===== src/rtl/pipeline_stall_ctrl_pkg.sv =====
// Shared definitions for the pipeline stall/flush sequencer: FSM encodings,
// the x0 register index, the stage-register bubble encoding and control helpers.
package pipeline_stall_ctrl_pkg;

    typedef enum logic [1:0] {
        ST_RUN      = 2'd0,
        ST_MEM_WAIT = 2'd1,
        ST_HALT     = 2'd2
    } ctrl_state_e;

    localparam logic [4:0]  REG_X0     = 5'd0;
    localparam logic [31:0] NOP_INSTR  = 32'h0000_0013;  // addi x0, x0, 0
    localparam int          WAIT_CNT_W = 8;

    typedef struct packed {
        logic pc_we;
        logic if_id_we;
        logic id_ex_we;
        logic ex_mem_we;
        logic if_id_flush;
        logic id_ex_flush;
    } stage_ctrl_t;

    function automatic stage_ctrl_t ctrl_advance();
        return '{pc_we: 1'b1, if_id_we: 1'b1, id_ex_we: 1'b1, ex_mem_we: 1'b1,
                 if_id_flush: 1'b0, id_ex_flush: 1'b0};
    endfunction

    function automatic stage_ctrl_t ctrl_freeze();
        return '{pc_we: 1'b0, if_id_we: 1'b0, id_ex_we: 1'b0, ex_mem_we: 1'b0,
                 if_id_flush: 1'b0, id_ex_flush: 1'b0};
    endfunction

endpackage


===== src/rtl/pipeline_stall_ctrl_if.sv =====
// Hazard inputs and stage control outputs of the stall sequencer.
// Performance counter signals exist only when PIPE_PERF_CNT_EN is defined.
interface pipeline_stall_ctrl_if #(
    parameter int CNT_W = 32
);
    logic             ID_EXmemRead;
    logic [4:0]       ID_EXrd;
    logic [4:0]       IF_IDrs1;
    logic [4:0]       IF_IDrs2;
    logic             branch_taken;
    logic             mem_req;
    logic             mem_ready;
    logic             PCwrite;
    logic             IF_IDwrite;
    logic             ID_EXwrite;
    logic             EX_MEMwrite;
    logic             IF_IDflush;
    logic             ID_EXflush;
    logic             mem_timeout;
    logic [1:0]       ctrl_state;
`ifdef PIPE_PERF_CNT_EN
    logic [CNT_W-1:0] stall_cycles;
    logic [CNT_W-1:0] flush_events;
`endif

    // Pipeline side: supplies hazard sources, consumes enables and flushes.
    modport master (
        output ID_EXmemRead, ID_EXrd, IF_IDrs1, IF_IDrs2, branch_taken, mem_req, mem_ready,
        input  PCwrite, IF_IDwrite, ID_EXwrite, EX_MEMwrite, IF_IDflush, ID_EXflush,
        input  mem_timeout, ctrl_state
`ifdef PIPE_PERF_CNT_EN
        , input stall_cycles, flush_events
`endif
    );

    modport slave (
        input  ID_EXmemRead, ID_EXrd, IF_IDrs1, IF_IDrs2, branch_taken, mem_req, mem_ready,
        output PCwrite, IF_IDwrite, ID_EXwrite, EX_MEMwrite, IF_IDflush, ID_EXflush,
        output mem_timeout, ctrl_state
`ifdef PIPE_PERF_CNT_EN
        , output stall_cycles, flush_events
`endif
    );
endinterface


===== src/rtl/pipeline_stall_ctrl_load_use_detect.sv =====
// Load-use comparator: the load in EX writes a register the ID instruction reads.
module load_use_detect
    import pipeline_stall_ctrl_pkg::*;
(
    input  logic       mem_read_i,
    input  logic [4:0] rd_i,
    input  logic [4:0] rs1_i,
    input  logic [4:0] rs2_i,
    output logic       lu_hazard_o
);
    assign lu_hazard_o = mem_read_i && (rd_i != REG_X0) && ((rd_i == rs1_i) || (rd_i == rs2_i));
endmodule


===== src/rtl/pipeline_stall_ctrl.sv =====
// Stall/flush sequencer for the 5-stage RV32 pipeline (RUN / MEM_WAIT / HALT).
// Define PIPE_PERF_CNT_EN to add saturating stall_cycles / flush_events counters.
module pipeline_stall_ctrl
    import pipeline_stall_ctrl_pkg::*;
#(
    parameter int MEM_TIMEOUT = 15,
    parameter int CNT_W       = 32
) (
    input  logic                 clk,
    input  logic                 reset,
    pipeline_stall_ctrl_if.slave ctrl
);
    localparam logic [WAIT_CNT_W-1:0] TIMEOUT_CNT = WAIT_CNT_W'(MEM_TIMEOUT);

    if (MEM_TIMEOUT < 1 || MEM_TIMEOUT > 255) begin : g_bad_timeout
        $error("MEM_TIMEOUT must be in 1..255");
    end

    ctrl_state_e           state_q, state_d;
    logic [WAIT_CNT_W-1:0] wait_cnt_q, wait_cnt_d;
    logic                  timeout_q, timeout_d;
    logic                  lu_hazard;
    logic                  mem_stall;
    logic                  halted;
    stage_ctrl_t           sc;

    load_use_detect u_lu (
        .mem_read_i  (ctrl.ID_EXmemRead),
        .rd_i        (ctrl.ID_EXrd),
        .rs1_i       (ctrl.IF_IDrs1),
        .rs2_i       (ctrl.IF_IDrs2),
        .lu_hazard_o (lu_hazard)
    );

    // A zero-wait access (req with ready) is not a stall.
    assign mem_stall = ctrl.mem_req && !ctrl.mem_ready;

    always_ff @(posedge clk) begin
        if (reset) begin
            state_q    <= ST_RUN;
            wait_cnt_q <= '0;
            timeout_q  <= 1'b0;
        end else begin
            state_q    <= state_d;
            wait_cnt_q <= wait_cnt_d;
            timeout_q  <= timeout_d;
        end
    end

    always_comb begin
        state_d    = state_q;
        wait_cnt_d = wait_cnt_q;
        timeout_d  = timeout_q;
        case (state_q)
            ST_RUN: begin
                if (mem_stall) begin
                    state_d    = ST_MEM_WAIT;
                    wait_cnt_d = WAIT_CNT_W'(1);
                end
            end
            ST_MEM_WAIT: begin
                if (ctrl.mem_ready) begin
                    state_d    = ST_RUN;
                    wait_cnt_d = '0;
                end else if (wait_cnt_q == TIMEOUT_CNT) begin
                    state_d   = ST_HALT;
                    timeout_d = 1'b1;
                end else begin
                    wait_cnt_d = wait_cnt_q + WAIT_CNT_W'(1);
                end
            end
            default: state_d = ST_HALT;  // unused encoding 3 behaves as HALT
        endcase
    end

    always_comb begin
        sc     = ctrl_advance();
        halted = 1'b0;
        if (!reset) begin
            case (state_q)
                ST_RUN: begin
                    if (mem_stall) begin
                        sc = ctrl_freeze();
                    end else if (ctrl.branch_taken) begin
                        sc.if_id_flush = 1'b1;
                        sc.id_ex_flush = 1'b1;
                    end else if (lu_hazard) begin
                        sc.pc_we       = 1'b0;
                        sc.if_id_we    = 1'b0;
                        sc.id_ex_flush = 1'b1;
                    end
                end
                ST_MEM_WAIT: begin
                    if (!ctrl.mem_ready) sc = ctrl_freeze();
                end
                default: begin
                    sc     = ctrl_freeze();
                    halted = 1'b1;
                end
            endcase
        end
    end

    assign ctrl.PCwrite     = sc.pc_we;
    assign ctrl.IF_IDwrite  = sc.if_id_we;
    assign ctrl.ID_EXwrite  = sc.id_ex_we;
    assign ctrl.EX_MEMwrite = sc.ex_mem_we;
    assign ctrl.IF_IDflush  = sc.if_id_flush;
    assign ctrl.ID_EXflush  = sc.id_ex_flush;
    assign ctrl.mem_timeout = timeout_q || halted;
    assign ctrl.ctrl_state  = state_q;

`ifdef PIPE_PERF_CNT_EN
    logic [CNT_W-1:0] stall_cnt_q, flush_cnt_q;

    function automatic logic [CNT_W-1:0] sat_inc(input logic [CNT_W-1:0] v);
        return (&v) ? v : v + CNT_W'(1);
    endfunction

    always_ff @(posedge clk) begin
        if (reset) begin
            stall_cnt_q <= '0;
            flush_cnt_q <= '0;
        end else begin
            if (!sc.pc_we && !halted)                   stall_cnt_q <= sat_inc(stall_cnt_q);
            if ((state_q == ST_RUN) && sc.if_id_flush)  flush_cnt_q <= sat_inc(flush_cnt_q);
        end
    end

    assign ctrl.stall_cycles = stall_cnt_q;
    assign ctrl.flush_events = flush_cnt_q;
`endif

endmodule


===== src/flat_wrapper.sv =====
// flat-port wrapper written by rule: the top's interface ports become plain ports
module pipeline_stall_ctrl_flat import pipeline_stall_ctrl_pkg::*;
#(
    parameter int MEM_TIMEOUT = 15,
    parameter int CNT_W       = 32
)
  (clk, reset, ctrl_ID_EXmemRead, ctrl_ID_EXrd, ctrl_IF_IDrs1, ctrl_IF_IDrs2, ctrl_branch_taken, ctrl_mem_req, ctrl_mem_ready, ctrl_PCwrite, ctrl_IF_IDwrite, ctrl_ID_EXwrite, ctrl_EX_MEMwrite, ctrl_IF_IDflush, ctrl_ID_EXflush, ctrl_mem_timeout, ctrl_ctrl_state);
  pipeline_stall_ctrl_if #(.CNT_W(CNT_W)) ctrl_i ();
  input  logic clk;
  input  logic reset;
  input wire logic [$bits(ctrl_i.ID_EXmemRead)-1:0] ctrl_ID_EXmemRead;
  input wire logic [$bits(ctrl_i.ID_EXrd)-1:0] ctrl_ID_EXrd;
  input wire logic [$bits(ctrl_i.IF_IDrs1)-1:0] ctrl_IF_IDrs1;
  input wire logic [$bits(ctrl_i.IF_IDrs2)-1:0] ctrl_IF_IDrs2;
  input wire logic [$bits(ctrl_i.branch_taken)-1:0] ctrl_branch_taken;
  input wire logic [$bits(ctrl_i.mem_req)-1:0] ctrl_mem_req;
  input wire logic [$bits(ctrl_i.mem_ready)-1:0] ctrl_mem_ready;
  output wire logic [$bits(ctrl_i.PCwrite)-1:0] ctrl_PCwrite;
  output wire logic [$bits(ctrl_i.IF_IDwrite)-1:0] ctrl_IF_IDwrite;
  output wire logic [$bits(ctrl_i.ID_EXwrite)-1:0] ctrl_ID_EXwrite;
  output wire logic [$bits(ctrl_i.EX_MEMwrite)-1:0] ctrl_EX_MEMwrite;
  output wire logic [$bits(ctrl_i.IF_IDflush)-1:0] ctrl_IF_IDflush;
  output wire logic [$bits(ctrl_i.ID_EXflush)-1:0] ctrl_ID_EXflush;
  output wire logic [$bits(ctrl_i.mem_timeout)-1:0] ctrl_mem_timeout;
  output wire logic [$bits(ctrl_i.ctrl_state)-1:0] ctrl_ctrl_state;
  assign ctrl_i.ID_EXmemRead = ctrl_ID_EXmemRead;
  assign ctrl_i.ID_EXrd = ctrl_ID_EXrd;
  assign ctrl_i.IF_IDrs1 = ctrl_IF_IDrs1;
  assign ctrl_i.IF_IDrs2 = ctrl_IF_IDrs2;
  assign ctrl_i.branch_taken = ctrl_branch_taken;
  assign ctrl_i.mem_req = ctrl_mem_req;
  assign ctrl_i.mem_ready = ctrl_mem_ready;
  assign ctrl_PCwrite = ctrl_i.PCwrite;
  assign ctrl_IF_IDwrite = ctrl_i.IF_IDwrite;
  assign ctrl_ID_EXwrite = ctrl_i.ID_EXwrite;
  assign ctrl_EX_MEMwrite = ctrl_i.EX_MEMwrite;
  assign ctrl_IF_IDflush = ctrl_i.IF_IDflush;
  assign ctrl_ID_EXflush = ctrl_i.ID_EXflush;
  assign ctrl_mem_timeout = ctrl_i.mem_timeout;
  assign ctrl_ctrl_state = ctrl_i.ctrl_state;
  pipeline_stall_ctrl #(.MEM_TIMEOUT(MEM_TIMEOUT), .CNT_W(CNT_W)) u_core (.clk(clk), .reset(reset), .ctrl(ctrl_i));
endmodule

===== config.mk =====
export PLATFORM = sky130hd
export DESIGN_NAME = pipeline_stall_ctrl_flat
export DESIGN_NICKNAME = d
export VERILOG_FILES = /design/src/rtl/pipeline_stall_ctrl_pkg.sv /design/src/rtl/pipeline_stall_ctrl_if.sv /design/src/rtl/pipeline_stall_ctrl_load_use_detect.sv /design/src/rtl/pipeline_stall_ctrl.sv /design/src/flat_wrapper.sv
export SDC_FILE = /design/constraint.sdc
export NUM_CORES = 1
export LEC_CHECK = 0
export ABC_CLOCK_PERIOD_IN_PS = 3100
export BUFFER_PORTS_ARGS = -buffer_cell sky130_fd_sc_hd__buf_2
export CAP_MARGIN = 5
export CORE_MARGIN = 5
export CORE_UTILIZATION = 50
export DETAILED_ROUTE_END_ITERATION = 10
export PLACE_DENSITY = 0.82
export RECOVER_POWER = 50
export SYNTH_ARGS = -nofsm -noshare
export SYNTH_HDL_FRONTEND = slang
export SYNTH_SLANG_ARGS = --single-unit
export TNS_END_PERCENT = 1

===== constraint.sdc =====
create_clock -name clk -period 3.1 [get_ports clk]
set_input_delay 0.465 -clock clk [delete_from_list [all_inputs] [get_ports clk]]
set_output_delay 0.465 -clock clk [all_outputs]
set_load 0.005 [all_outputs]

==> results.yml <==
outcome:
  status: "finished, final reports clean"
timing:
  tns_ns: 0
  hold_viol: 0
  slew_viol_final: 0
  max_slew_margin_pct: 48.49
  min_period_ns: 2.166
  fin_crit_sh_pct: 69.86
  setup_viol: 0
  whs_ns: 0.4527
  max_freq_mhz: 461.8
  finClkSkew_ns: 0.0007212
  rsz0062_at_grt: "false"
  worst_slew_pin_slew_ns: 0.7645
  fin_ws_ns: 0.9344
die:
  die_w_um: 48.81
  coreArea_um2: 1471
  die_h_um: 48.81
  die-area_um2: 2382
  start_util_pct: 51.19
  ios: 30
  fp-row-count: 14
clock_tree:
  numCtsBuffers: 3
  cts_max_level: 1
  cts.sinks: 11
  worstSkewPairLatency_ns: 0.26
  clkTransAtPathRegs_ns: 0.07
  hold_buffers: 0
  cts_resized: 0
  cts_post_setup_buffers_inserted: 0
  clockBufferDepth: 2
  cts-root-buf: "clkbuf_4"
  cts_tree: "built"
setup_path:
  cp.arrival_ns: 1.70
  ff2ff_setup_slack_ns: 1.05
  worst_path_max_delay_cell: "or4_1"
  cp_cell_sequence: "buf_2 > or4_1 > o21ai_0 > nor3_1 > o21ai_0 > buf_2"
  max_stage_delay_ns: 0.51
  reg2regPathDepth: 6
  r2r-end: "u_core.wait_cnt_q[6]"
  path_class: "primary input to output port"
  worst_setup_path_start_kind: "primary input"
  cp-end-kind: "output port"
  rr_startpoint: "u_core.wait_cnt_q[0]"
  crit_fanout: 3
  cp.required_ns: 2.63
route:
  drt_iter0_drc: 13
  drc: 0
  firstDrtPassIters: 4
  viasPerCell: 5.429
  wire_per_inst_um: 11.96
  drtAntennaViolNets: 0
  drt-total-wl_um: 1674
  vias: 760
logic_synthesis:
  synth-seq-cells: 11
  synthXorXnorAreaFrac_pct: 17.44
  yosysWarnings: 0
  yosys.area_share.simple_pct: 25.91
  synth_top_family_by_area: "simple AND/OR/NAND/NOR gates"
  synthAdderAreaFrac_pct: 1.661
  ys_top_cells_by_area: "dfxtp_1 29%, xor2_1 15%, nor2_1 7.0%"
  yosys.area.top_type_share_pct: 29.24
  synth-compound-area-share_pct: 19.10
  avgSynthCellArea_um2: 8.013
  yosys.area.top_type: "dfxtp_1"
  netlist_area_um2: 753.2
  yosysSeqAreaShare_pct: 29.24
  synth_cell_type_count: 33
  synthMuxAreaShare_pct: 2.658
  syn_nets: 116
  syn_inst: 94
cells_and_area:
  syn_to_final_growth_pct: 22.09
  register_area_um2: 220.2
  nFillCells: 126
  nets: 147
  multi_input_area_um2: 500.5
  diodes: 0
  fin_area_um2: 919.6
  drive_gt1_share_pct: 24.19
run:
  drv_cap: 0
grt:
  antenna_found_initial: 0
  grt_use_total_pct: 14.36
  grt_pass1_wl_um: 2835
  grt_start_max_net_pins: 13
  grt.overflow.total: 0
  first_global_vias: 691
pwr:
  max-vdd-ir-drop_uv: 254.9
  p_leak_nw: 0.3920
  power_density_nw_per_um2: 330.7
hold_path:
  hold_path_class: "primary input to register"
  hold_end: "u_core.ctrl.ctrl_state[1]"
  worstHoldStart: "reset"
  hold_path_depth: 2
place:
  place_hpwl_um: 1305
  place_congestion: 0.7921
  pre_cts_slack_ns: 0.9233
  io_buffer_count: 29
  place_area_um2: 899.6
-- power by group --
group | switching [mW] | internal (mW)
logic | 0.0295 | 0.0290
registers | 0.00330 | 0.144
clock network | 0.0491 | 0.0497
total | 0.0819 | 0.222
-- critical path: cells and delay by family --
family | cells | cell delay, ns
AND/OR/NAND/NOR | 2 | 0.57
AO/OA/AOI/OAI | 2 | 0.39
buffers and inverters | 2 | 0.27
-- sequential cells by signal (all words and copies together), names as in the netlist --
name and cells:
u_core.ctrl.ctrl_state 2, u_core.timeout_q 1, u_core.wait_cnt_q 8
-- final cells by class --
cell class	instances	area share, %
multi-input combinational	77	54.42
sequential	11	23.95
timing repair buffer	29	15.37
clock buffer	4	2.857
tap	16	2.177
inverter	3	1.224
-- cell usage in the layout (no fill, tap or decap), types with 4 or more instances in the layout --
cell / n
nand2_1: 4
o21ai_0: 6
buf_2: 26
nor3_1: 5
xor2_1: 13
clkbuf_1: 4
dfxtp_1: 11
a21oi_1: 5
nor2_1: 14
-- how the worst max path moves through the flow --
| stage | startpoint | endpoint | slack, ns | depth (start not counted) |
|---|---|---|---|---|
| final | ctrl_ID_EXrd[1] | ctrl_IF_IDwrite | 0.93 | 6 |
| after global routing | ctrl_ID_EXrd[1] | ctrl_PCwrite | 0.77 | 6 |
| after global placement | ctrl_ID_EXrd[1] | ctrl_IF_IDwrite | 0.97 | 6 |
| after CTS | ctrl_ID_EXrd[1] | ctrl_IF_IDwrite | 0.92 | 6 |
| after detailed placement | ctrl_ID_EXrd[1] | ctrl_IF_IDwrite | 0.92 | 6 |
| after floorplan | ctrl_ID_EXrd[1] | ctrl_PCwrite | 1.02 | 5 |
-- Yosys cell counts --
library cell,n
a2111oi_0,1
a211oi_1,1
a21boi_0,1
a21o_1,1
a21oi_1,5
a22oi_1,1
and2_1,3
and4b_1,1
buf_4,2
clkbuf_1,1
dfxtp_1,11
ha_1,1
inv_1,3
mux2i_1,2
nand2_1,4
nand2b_1,1
nand3_1,3
nor2_1,14
nor2b_1,1
nor3_1,5
nor4_1,2
o2111ai_1,1
o21a_1,1
o21ai_0,5
o21ai_1,1
o22a_4,1
o31ai_1,1
o32ai_1,1
or2b_1,1
or3b_4,1
or4_1,2
xnor2_1,2
xor2_1,13
-- metal layers --
metal | vias to the layer above | GRT usage, % | wire (um) | part of all wire, %
met4 | 0 | 6.278 | 32 | 1.9
met1 | 339 | 18.10 | 689 | 41
met2 | 24 | 22.83 | 828 | 49
li1 | 393 | - | - | -
met5 | - | 0 | 0 | 0
met3 | 4 | 3.670 | 123 | 7.3
-- cells by family after synthesis --
family          count (synthesis)
mux                             2
buf+inv                         6
xor+xnor                       15
fa+ha+maj                       1
compound gates                 21
simple gates                   38
flops                          11
-- metrics by stage --
step / std cells / total power [mW] / util, %
floorplan: 94 / 0.1833 / -
global placement: 136 / 0.2079 / 61.14
detailed placement: 136 / 0.2094 / 61.14
CTS: 140 / 0.3046 / 62.93
global route: 140 / 0.3192 / 62.50
finish: 140 / 0.3041 / 62.50
Power figures use the tool's default switching activity.
